<file path="config.mk">
export PLATFORM = sky130hd
export DESIGN_NAME = seg_display_mux
export DESIGN_NICKNAME = d
export VERILOG_FILES = /design/src/rtl/display_pkg.sv /design/src/rtl/seg_decoder.sv /design/src/rtl/seg_display_mux.sv
export SDC_FILE = /design/constraint.sdc
export NUM_CORES = 1
export LEC_CHECK = 0
export ABC_CLOCK_PERIOD_IN_PS = 4100
export BUFFER_PORTS_ARGS = -buffer_cell sky130_fd_sc_hd__buf_2
export CORE_ASPECT_RATIO = 0.9
export CORE_MARGIN = 2
export CORE_UTILIZATION = 34
export DETAILED_ROUTE_END_ITERATION = 8
export HOLD_SLACK_MARGIN = 0.02
export PLACE_DENSITY = 0.53
export SYNTH_ARGS = -nofsm -noshare
export SYNTH_HDL_FRONTEND = slang
export SYNTH_SLANG_ARGS = --single-unit
</file>
<file path="constraint.sdc">
create_clock -name sys_clk -period 4.1 [get_ports sys_clk]
set_input_delay 0.41 -clock sys_clk [delete_from_list [all_inputs] [get_ports sys_clk]]
set_output_delay 0.41 -clock sys_clk [all_outputs]
set_load 0.02 [all_outputs]
</file>
<file path="src/rtl/display_pkg.sv">
// rtl/display_pkg.sv - shared segment, code and anode constants for the display mux
package display_pkg;

  // Active-low segment patterns, bit order {g,f,e,d,c,b,a}
  localparam logic [6:0] SEG_0          = 7'h40;
  localparam logic [6:0] SEG_1          = 7'h79;
  localparam logic [6:0] SEG_2          = 7'h24;
  localparam logic [6:0] SEG_3          = 7'h30;
  localparam logic [6:0] SEG_4          = 7'h19;
  localparam logic [6:0] SEG_5          = 7'h12;
  localparam logic [6:0] SEG_6          = 7'h02;
  localparam logic [6:0] SEG_7          = 7'h78;
  localparam logic [6:0] SEG_8          = 7'h00;
  localparam logic [6:0] SEG_9          = 7'h10;
  localparam logic [6:0] SEG_UNDERSCORE = 7'h77;
  localparam logic [6:0] SEG_BLANK      = 7'h7F;

  localparam logic [4:0] CODE_UNDERSCORE = 5'h1F;
  localparam logic [3:0] AN_OFF          = 4'b1111;

endpackage

</file>
<file path="src/rtl/seg_decoder.sv">
// rtl/seg_decoder.sv - 5-bit digit code to active-low seven-segment pattern
module seg_decoder
  import display_pkg::*;
(
  input  logic [4:0] i_code,
  output logic [6:0] o_seg
);

  always_comb begin
    o_seg = SEG_BLANK;
    case (i_code)
      5'd0:            o_seg = SEG_0;
      5'd1:            o_seg = SEG_1;
      5'd2:            o_seg = SEG_2;
      5'd3:            o_seg = SEG_3;
      5'd4:            o_seg = SEG_4;
      5'd5:            o_seg = SEG_5;
      5'd6:            o_seg = SEG_6;
      5'd7:            o_seg = SEG_7;
      5'd8:            o_seg = SEG_8;
      5'd9:            o_seg = SEG_9;
      CODE_UNDERSCORE: o_seg = SEG_UNDERSCORE;
      default:         o_seg = SEG_BLANK;
    endcase
  end

endmodule

</file>
<file path="src/rtl/seg_display_mux.sv">
// rtl/seg_display_mux.sv - 4-digit multiplexed seven-segment driver with per-scan capture
// Optional: LEADING_ZERO_BLANK_EN blanks leading zeros on the three left digits.
module seg_display_mux
  import display_pkg::*;
#(
  parameter int REFRESH_DIV  = 100000,
  parameter int BLANK_CYCLES = 2
) (
  input  logic       sys_clk,
  input  logic       reset,
  input  logic [4:0] bcd3,
  input  logic [4:0] bcd2,
  input  logic [4:0] bcd1,
  input  logic [4:0] bcd0,
  input  logic       si,
  output logic [3:0] an,
  output logic [6:0] seg,
  output logic       dp
);

  localparam int             CW       = (REFRESH_DIV > 2) ? $clog2(REFRESH_DIV) : 1;
  localparam logic [CW-1:0]  CNT_LAST = CW'(REFRESH_DIV - 1);

  logic [CW-1:0] r_cnt;
  logic [1:0]    r_idx;
  logic [4:0]    r_sh3, r_sh2, r_sh1, r_sh0;
  logic          r_sh_si;
  logic          r_load_pending;

  logic          w_slot_end;
  logic          w_capture;
  logic          w_blank_slot;
  logic [4:0]    w_code;
  logic [6:0]    w_dec_seg;
  logic          w_lz_blank;

  assign w_slot_end   = (r_cnt == CNT_LAST);
  // Capture at the end of the last slot so every scan shows one consistent input set
  assign w_capture    = r_load_pending || (w_slot_end && (r_idx == 2'd3));
  assign w_blank_slot = (int'(r_cnt) < BLANK_CYCLES);

  always_comb begin
    w_code = r_sh3;
    case (r_idx)
      2'd0: w_code = r_sh3;
      2'd1: w_code = r_sh2;
      2'd2: w_code = r_sh1;
      2'd3: w_code = r_sh0;
      default: w_code = r_sh3;
    endcase
  end

`ifdef LEADING_ZERO_BLANK_EN
  logic w_z3, w_z2, w_z1;
  assign w_z3 = (r_sh3 == 5'd0);
  assign w_z2 = w_z3 && (r_sh2 == 5'd0);
  assign w_z1 = w_z2 && (r_sh1 == 5'd0);

  always_comb begin
    w_lz_blank = 1'b0;
    case (r_idx)
      2'd0: w_lz_blank = w_z3;
      2'd1: w_lz_blank = w_z2;
      2'd2: w_lz_blank = w_z1;
      default: w_lz_blank = 1'b0;
    endcase
  end
`else
  assign w_lz_blank = 1'b0;
`endif

  seg_decoder u_seg_decoder (
    .i_code (w_code),
    .o_seg  (w_dec_seg)
  );

  always_ff @(posedge sys_clk) begin
    if (reset) begin
      r_cnt          <= '0;
      r_idx          <= 2'd0;
      r_sh3          <= 5'd0;
      r_sh2          <= 5'd0;
      r_sh1          <= 5'd0;
      r_sh0          <= 5'd0;
      r_sh_si        <= 1'b0;
      r_load_pending <= 1'b1;
      an             <= AN_OFF;
      seg            <= SEG_BLANK;
      dp             <= 1'b1;
    end else begin
      r_cnt          <= w_slot_end ? '0 : r_cnt + 1'b1;
      r_load_pending <= 1'b0;
      if (w_slot_end) begin
        r_idx <= r_idx + 2'd1;
      end
      if (w_capture) begin
        r_sh3   <= bcd3;
        r_sh2   <= bcd2;
        r_sh1   <= bcd1;
        r_sh0   <= bcd0;
        r_sh_si <= si;
      end
      // Outputs reflect the pre-edge cnt/idx/shadow, hence the one-cycle lag
      if (w_blank_slot) begin
        an  <= AN_OFF;
        seg <= SEG_BLANK;
        dp  <= 1'b1;
      end else begin
        an  <= ~(4'b1000 >> r_idx);
        seg <= w_lz_blank ? SEG_BLANK : w_dec_seg;
        dp  <= ~((r_idx == 2'd3) && r_sh_si);
      end
    end
  end

endmodule

</file>
==> results of run 1 <==
==> logic make-up after synthesis <==
kind of cell / count (synthesis) / synth area share, %
xor gates and xnor gates: 17 / 6.39
and+or+nand+nor: 95 / 20.4
muxes: 27 / 11.7
adders and majority gates: 9 / 4.84
DFF: 53 / 45.6
AOI/OAI and AO/OA: 16 / 5.70
buffers and inverters: 21 / 5.43
==> report_power, final <==
group          switching [mW]  total [mW]  internal, mW
Sequential             0.0113       0.547         0.536
Combinational          0.0526      0.0920        0.0394
Clock                   0.175       0.421         0.246
Total                   0.239        1.06         0.821
==> worst max path at each step <==
stage,endpoint,startpoint
5_1_grt,seg[0]$_SDFF_PP1_,r_idx[1]$_SDFFE_PP0N_
6_report,seg[0]$_SDFF_PP1_,r_idx[1]$_SDFFE_PP0N_
3_3_place_gp,seg[0]$_SDFF_PP1_,r_idx[0]$_SDFFE_PP0N_
2_1_floorplan,seg[0]$_SDFF_PP1_,r_idx[1]$_SDFFE_PP0N_
3_5_place_dp,seg[0]$_SDFF_PP1_,r_idx[1]$_SDFFE_PP0N_
4_1_cts,seg[0]$_SDFF_PP1_,r_idx[1]$_SDFFE_PP0N_
==> final cells by class <==
class                   count  area [um^2]  share of cell area [%]
multi-input cells         164         1140                    42.7
flip-flops and latches     53         1060                    39.7
repair buffers             35          178                    6.65
well taps                  90          113                    4.22
clock buffers               5         68.8                    2.58
clock inverters             3         68.8                    2.58
inverters                  11         41.3                    1.55
==> metrics by stage <==
stage	setup WS (ps)	utilization, %
6_report	1730	40.6
5_1_grt	1530	40.6
4_1_cts	1730	40.6
3_5_place_dp	1760	38.5
3_3_place_gp	1840	38.5
2_1_floorplan	2090	-
==> synthesized netlist by cell type <==
| cell | n |
|---|---|
| buf_12 | 1 |
| xor2_1 | 9 |
| mux2_2 | 1 |
| a222oi_1 | 5 |
| o22ai_1 | 1 |
| or2_1 | 1 |
| nor4_1 | 1 |
| nand2b_1 | 1 |
| or4_4 | 1 |
| nor4_4 | 1 |
| xnor2_1 | 8 |
| inv_1 | 11 |
| nor2_1 | 45 |
| and3_2 | 1 |
| dfxtp_1 | 53 |
| buf_6 | 4 |
| mux2i_1 | 26 |
| o31ai_1 | 1 |
| or3_1 | 1 |
| nor2b_4 | 1 |
| o311ai_0 | 1 |
| and3_4 | 1 |
| a41oi_2 | 1 |
| a32oi_1 | 1 |
| or2_2 | 2 |
| or4_1 | 1 |
| ha_1 | 9 |
| nand4_1 | 5 |
| o2bb2ai_1 | 1 |
| nand3_1 | 9 |
| nand2_1 | 13 |
| clkbuf_1 | 4 |
| nor2_2 | 6 |
| nor3_1 | 2 |
| a31oi_1 | 1 |
| o21ai_0 | 4 |
| and4_1 | 2 |
| buf_2 | 1 |
| and2_1 | 1 |
==> layer usage <==
layer / share of wire, % / up-vias / wire length (um)
li1: - / 870 / -
met1: 53 / 764 / 2370
met2: 41 / 35 / 1810
met3: 5.2 / 5 / 231
met4: 1.1 / 0 / 48
met5: 0 / - / 0
==> registers in the layout, indices dropped and copies added, names as in the netlist, 2 cells and up <==
register	count
r_cnt	17
seg	7
r_sh0	5
r_sh1	5
r_sh2	5
r_sh3	5
an	4
r_idx	2
==> tightest hold or removal path: stages <==
cell	delay (ps)
buf_2	70
mux2i_1	50
nor2_1	70
==> flow_metrics.tcl, run 1 <==
set metrics [dict create \
    dp_cells 353 \
    setup_viol 0 \
    cts_max_path_buffers 2 \
    hold_viol_final 0 \
    max_freq_mhz 421 \
    num_antenna_cells 0 \
    io_pins 35 \
    via_count 1674 \
    holdPathStages 3 \
    grt_pass1_wl_um 7330 \
    yosysTopAreaCellShare_pct 45.6 \
    synth_cell_types 39 \
    io_buffers 34 \
    worst-path-stages 7 \
    drtIter0Drc 104 \
    hp-start "bcd1[3]" \
    ys_seq_area_share_pct 45.6 \
    end_kind "flop" \
    grt_util_met2_pct 17.2 \
    syn-num-nets 270 \
    grt_max_degree 28 \
    gp_congestion 0.764 \
    antenna_found_initial 0 \
    required_ps 4350 \
    crit_fanout 8 \
    period_minus_slack_ps 2370 \
    synth_area_per_cell_um2 9.78 \
    path_cells "inv_1, ha_1, a222oi_1, mux2i_1, or2_2, or3_1, nand4_1" \
    fin_nets 302 \
    yosys_warnings 0 \
    cts_root_buf "clkbuf_8" \
    synth-seq-cells 53 \
    worstSetupPathType "flop to flop" \
    final_cell_mix "53 x dfxtp_1, 45 x nor2_1, 34 x buf_2" \
    postRouteAntennaNets 0 \
    worstSetupStartpointType "flop" \
    core_um2 6590 \
    dieWidth_um 91.2 \
    reg2reg_to "seg[0]$_SDFF_PP1_" \
    gr-usage-met3_pct 2.90 \
    rows 28 \
    wl_per_cell_um 12.3 \
    start_util_pct 35.4 \
    dp_hpwl_um 3160 \
    hold_buffers 0 \
    rsz0062_at_grt "no" \
    clk_pin_slew_ps 100 \
    pwr_density_cell_nw_per_um2 397 \
    synth_top_area_cell "dfxtp_1" \
    cp.arrival_ps 2630 \
    rr_worst_depth 7 \
    syn_inst 238 \
    globalRouteMet1Util_pct 18.1 \
    postCtsSetupBuffers 0 \
    tightestPinTransition_ps 715 \
    route.detailed.drc 0 \
    busiest_layer "met1" \
    slew_violations 0 \
    drv_cap 0 \
    peakVddDrop_uv 179 \
    p_leak_nw 1.10 \
    hp-class "input pin to flop" \
    hold_slack_ps 326 \
    cts_htree_levels 2 \
    place_area_um2 2530 \
    fin_cells 361 \
    grt-ovfl-total 0 \
    mostFrequentLayoutCell "dfxtp_1" \
    cts_tree "built" \
    drt_pass1_iterations 5 \
    synthTopCellsByArea "dfxtp_1 46%, mux2i_1 11%, nor2_1 7.3%" \
    skew_ps 8.18 \
    rrSetupSlack_ps 1730 \
    critPathBufInv 1 \
    num-fill-cells 680 \
    syn2layout_area_growth_pct 14.7 \
    clk_latency_ps 310 \
    cts_resized 0 \
    timing.final.crit_share_pct 57.9 \
    syn_area_um2 2330 \
    final_cell_area_um2 2670 \
    critical_path.top_delay_family "simple AND/OR/NAND/NOR gates" \
    cpPeakStageDelay_ps 450 \
    finalPower_mw 1.06 \
    die-area_um2 7530 \
    slew_headroom_pct 51.0 \
    via_per_inst 4.64 \
    grt_pass1_vias 1510 \
    cp_slowest_cell "a222oi_1" \
    clock-sinks 53 \
    holdPathEnd "r_sh1[3]$_SDFFE_PP0P_" \
    drive_gt1_share_pct 21.4 \
    status "complete, no violations" \
    cts_made_buffers 5 \
    track_usage_pct 12.1 \
    chipHeight_um 82.5 \
    r2r_start "r_idx[1]$_SDFFE_PP0N_" \
    drt-total-wl_um 4450 \
    fin_setup_tns_ps 0 \
]
(Power assumes the default switching activity.)
==> run 2, diff against run 1 <==
ABC_CLOCK_PERIOD_IN_PS = 1900   (was 4100)
PLACE_DENSITY = 0.55   (was 0.53)
clock period = 1.9 ns   (was 4.1 ns; I/O delays follow)
==> run 2 against run 1 <==
  * Clock power grew 91%
  * Sequential power grew 120%
  * Critical path depth is the same
  * Worst hold slack lost 230 ps
  * Total power grew 110%
  * Routed wire length grew 4.4%
  * Setup slack lost 1700 ps
  * Combinational power grew to 2.6 times the previous value
  * Cell count grew 6.9%
  * Sequential cell count is the same
  * Largest power group unchanged
==> flow_metrics.tcl, run 2 (synthesis results as in run 1) <==
set metrics [dict create \
    cts_root_buf "clkbuf_8" \
    mostFrequentLayoutCell "dfxtp_1" \
    end_kind "flop" \
    drtIter0Drc 113 \
    start_util_pct 35.4 \
    skew_ps 9.01 \
    p_leak_nw 1.22 \
    dieWidth_um 91.2 \
    wl_per_cell_um 12.0 \
    clk_pin_slew_ps 100 \
    slew_headroom_pct 68.9 \
    drt-total-wl_um 4650 \
    peakVddDrop_uv 395 \
    grt-ovfl-total 0 \
    p_clk_share_pct 36.1 \
    hp-class "input pin to flop" \
    required_ps 2160 \
    hold_slack_ps 92.7 \
    die-area_um2 7530 \
    crit_fanout 5 \
    num_antenna_cells 0 \
    largest_register "r_cnt" \
    power_switching_uw 528 \
    drive_gt1_share_pct 34.1 \
    cts_max_path_buffers 2 \
    cp.arrival_ps 2110 \
    track_usage_pct 13.1 \
    largest_reg_flops 17 \
    timing.final.crit_share_pct 97.5 \
    status "complete, no violations" \
    holdPathStages 1 \
    via_count 1783 \
    gp_congestion 0.819 \
    clk_latency_ps 310 \
    finalPower_mw 2.23 \
    max_freq_mhz 540 \
    grt_pass1_vias 1608 \
    rsz0062_at_grt "yes" \
    worstSetupPathType "flop to flop" \
    io_buffers 34 \
    hold_viol_final 0 \
    reg_top3 "r_cnt (17), seg (7)" \
    cts_made_buffers 5 \
    dp_hpwl_um 3360 \
    core_um2 6590 \
    swShare_pct 23.7 \
    cts_tree "built" \
    grt_pass1_wl_um 7650 \
    syn2layout_area_growth_pct 27.1 \
    cts_htree_levels 2 \
    slew_violations 0 \
    antenna_found_initial 0 \
    route.detailed.drc 0 \
    chipHeight_um 82.5 \
    rows 28 \
    combPwrFrac_pct 10.8 \
    postRouteAntennaNets 0 \
    final_cell_mix "50 x dfxtp_1, 44 x nor2_1, 34 x buf_2" \
    drv_cap 0 \
    period_minus_slack_ps 1850 \
    cp_slowest_cell "a222oi_1" \
    drt_pass1_iterations 4 \
    hold_buffers 0 \
    cpPeakStageDelay_ps 380 \
    pwr_density_cell_nw_per_um2 753 \
    fin_nets 327 \
    io_pins 35 \
    clock-sinks 53 \
    path_cells "inv_2, ha_4, a222oi_1, mux2i_2, or2_4, or3_1, nand4_1" \
    tightestPinTransition_ps 457 \
    setup_viol 0 \
    seqPwrFrac_pct 53.0 \
    rr_worst_depth 7 \
    grt_max_degree 22 \
    worstSetupStartpointType "flop" \
    via_per_inst 4.62 \
    p_int_mw 1.70 \
]
==> run 2: cell types whose count changed in the layout (fill, tap and decap cells not counted), moves of 3 or more <==
cell     delta
ha_1        -4
inv_2       +3
mux2i_2     +4
dfxtp_1     -3
mux2i_1     -4
buf_4      +21
inv_1       -3
==> run 2: power groups by stage <==
stage          sequential, mW  combinational, mW  clock, mW
2_1_floorplan            1.22              0.137          0
3_3_place_gp             1.21              0.220          0
3_5_place_dp             1.21              0.224          0
4_1_cts                  1.18              0.226      0.835
5_1_grt                  1.19              0.267      0.881
6_report                 1.18              0.242      0.805
==> run 2: area by class of cell <==
class | instances | area (um^2)
sequential | 53 | 1070
inverter | 11 | 41.3
tap | 90 | 113
timing repair buffer | 60 | 412
clock buffer | 6 | 82.6
fill | 707 | 3630
clock inverter | 2 | 37.5
multi-input combinational | 164 | 1210
==> run 2: repair_timing <==
action | 4_1_cts | 5_1_grt
pin swaps | 2 | 4
endpoints found under the setup margin | 5 | 14
buffers inserted | 1 | 2
resized for setup | 4 | 19
hold endpoints to repair | 0 | 0
cloned | 0 | 1
==> run 2: routing by layer <==
| metal | part of all wire [%] | routed length (um) | vias to the layer above | global-route usage [%] |
|---|---|---|---|---|
| met5 | 0 | 0 | - | 0 |
| met4 | 1.6 | 76 | 0 | 5.91 |
| met3 | 4.7 | 219 | 5 | 3.99 |
| met2 | 39 | 1810 | 46 | 17.5 |
| met1 | 55 | 2540 | 806 | 19.2 |
| li1 | - | - | 926 | - |
==> run 2: path summary, 6_finish.rpt <==
path / startpoint / slack (ps) / end
worst max-delay path: r_idx[1]$_SDFFE_PP0N_ / 50 / seg[0]$_SDFF_PP1_
worst min-delay path: reset / 90 / r_load_pending$_DFF_P_
worst max register to register: r_idx[1]$_SDFFE_PP0N_ / 50 / seg[0]$_SDFF_PP1_
worst min register to register: r_sh_si$_SDFFE_PP0P_ / 460 / dp$_SDFF_PP1_
==> run 2: worst max-delay path: cells and delay by family (launching register included) <==
family / cells / cell delay [ps]
AO/OA/AOI/OAI: 1 / 380
adder cells (fa/ha/maj): 1 / 170
buffers and inverters: 1 / 60
flip-flops: 1 / 360
multiplexers: 1 / 170
AND/OR/NAND/NOR: 3 / 660
==> run 2: through the flow <==
stage / util (%) / setup WS, ps / TNS, ps / instances / cell area, um^2
finish: 44.9 / 48.4 / 0 / 386 / 2960
global route: 44.9 / -69.9 / -215 / 386 / 2960
floorplan: - / 0.775 / 0 / 238 / 2340
detailed placement: 41.4 / -52.5 / -181 / 374 / 2730
global placement: 41.4 / -17.1 / -17.9 / 374 / 2730
CTS: 43.5 / 7.64 / 0 / 383 / 2870
==> run 3, diff against run 2 <==
ABC_CLOCK_PERIOD_IN_PS = 2000   (was 1900)
PLACE_DENSITY = 0.53   (was 0.55)
clock period = 2 ns   (was 1.9 ns; I/O delays follow)
==> run 3 against run 2 <==
  * Fmax decreased by 4.8%
  * Largest cell class unchanged
  * Via count decreased by 3.2%
  * Register-to-register slack about the same
  * Sequential power fell by 5%
  * Cell area is 3.0% lower
==> flow_metrics.tcl, run 3 (synthesis results as in run 1) <==
set metrics [dict create \
    io_buffers 34 \
    io_pins 35 \
    num-fill-cells 686 \
    worstSetupPathType "flop to flop" \
    grt_util_met2_pct 17.2 \
    tightestPinTransition_ps 422 \
    busiest_layer "met1" \
    pwr_density_cell_nw_per_um2 706 \
    hold_slack_ps 116 \
    multi_input_area_um2 1200 \
    slew_violations 0 \
    clk_latency_ps 300 \
    dieWidth_um 91.2 \
    drv_cap 0 \
    endpoint "seg[3]$_SDFF_PP1_" \
    globalRouteMet1Util_pct 18.4 \
    grt_pass1_vias 1540 \
    rows 28 \
    drt-total-wl_um 4450 \
    largest_reg_flops 17 \
    reg_top3 "r_cnt (17), seg (7)" \
    rrSetupSlack_ps 60 \
    reg2reg_to "seg[3]$_SDFF_PP1_" \
    mostFrequentLayoutCell "dfxtp_1" \
    drive_gt1_share_pct 29.5 \
    register_area_um2 1070 \
    largest_register "r_cnt" \
    final_cell_area_um2 2870 \
    status "complete, no violations" \
    final_cell_mix "51 x dfxtp_1, 44 x nor2_1, 34 x buf_2" \
    core_um2 6590 \
    p_leak_nw 1.19 \
    syn2layout_area_growth_pct 23.3 \
    hold_buffers 0 \
    cts_htree_levels 2 \
    timing.final.crit_share_pct 97.2 \
    wl_per_cell_um 11.8 \
    dp_hpwl_um 3280 \
    crit_fanout 6 \
    fin_util_pct 43.6 \
    num_antenna_cells 0 \
    drtIter0Drc 69 \
    chipHeight_um 82.5 \
    required_ps 2160 \
    hp-class "input pin to flop" \
    fin_nets 320 \
    worstSetupStartpointType "flop" \
    via_count 1726 \
    postRouteAntennaNets 0 \
    rsz0062_at_grt "yes" \
    grt_max_degree 22 \
    grt_pass1_wl_um 7420 \
    rr_worst_depth 8 \
    start_util_pct 35.4 \
    route.detailed.drc 0 \
    clock-sinks 53 \
    end_kind "flop" \
    gp_congestion 0.796 \
    skew_ps 16.0 \
    antenna_found_initial 0 \
    cts_root_buf "clkbuf_8" \
    hold_viol_final 0 \
    r2r_start "r_idx[1]$_SDFFE_PP0N_" \
    via_per_inst 4.57 \
    die-area_um2 7530 \
    cts_made_buffers 5 \
    peakVddDrop_uv 333 \
    place_area_um2 2660 \
    grt-ovfl-total 0 \
    max_freq_mhz 514 \
    cts_max_path_buffers 2 \
    track_usage_pct 12.2 \
    setup_viol 0 \
    drt_pass1_iterations 4 \
    worstSetupStartpoint "r_idx[1]$_SDFFE_PP0N_" \
    cts_tree "built" \
    slew_headroom_pct 71.1 \
    clk_pin_slew_ps 100 \
    cp.arrival_ps 2110 \
    period_minus_slack_ps 1940 \
    gr-usage-met3_pct 3.54 \
]
-- run 3: layout make-up --
cell class | count | share of cell area, %
Clock buffer | 5 | 2.40
Clock inverter | 2 | 1.22
Sequential cell | 53 | 37.2
Multi-Input combinational cell | 164 | 41.9
Timing Repair Buffer | 53 | 11.8
Tap cell | 90 | 3.92
Inverter | 11 | 1.53
-- run 3: power breakdown --
group          switching (mW)  internal (mW)
Combinational           0.112          0.102
Sequential             0.0239           1.10
Clock                   0.326          0.364
Total                   0.462           1.56
-- run 3: stage by stage --
step           setup slack, ps  cells  setup TNS [ps]  total power, mW
5_1_grt                  -51.7    378            -199             2.13
6_report                  55.2    378               0             2.03
2_1_floorplan             2.23    238               0             1.29
3_3_place_gp              33.1    366               0             1.36
4_1_cts                   14.9    375               0             2.06
3_5_place_dp              -105    366            -323             1.36
-- run 3: repair_timing --
action,4_1_cts,5_1_grt
setup endpoints to repair,6,7
setup buffers,2,3
gates resized for setup,6,14
pin swaps,1,6
-- run 3: per-layer routing --
layer	share of wire (%)	wire, um	vias up
li1	-	-	913
met1	54	2400	780
met2	40	1800	31
met3	5.0	223	2
met4	0.67	30	0
met5	0	0	-
-- run 3: how the worst min path moves through the flow --
| stage | depth (start not counted) | slack (ps) | from | end |
|---|---|---|---|---|
| after detailed placement | 1 | 430 | reset | r_load_pending$_DFF_P_ |
| after global placement | 3 | 430 | bcd0[0] | r_sh0[0]$_SDFFE_PP0P_ |
| after floorplan | 0 | 230 | reset | r_load_pending$_DFF_P_ |
| final | 1 | 120 | reset | r_load_pending$_DFF_P_ |
| after global routing | 1 | 110 | reset | r_load_pending$_DFF_P_ |
| after CTS | 1 | 110 | reset | r_load_pending$_DFF_P_ |
-- run 3: worst max-delay path, cell delays in order (launching register included) --
cell and delay, ps:
dfxtp_4 400, inv_4 40, ha_4 170, a222oi_1 430
mux2i_2 140, buf_4 190, ha_4 230, o22ai_1 130
a32oi_1 70
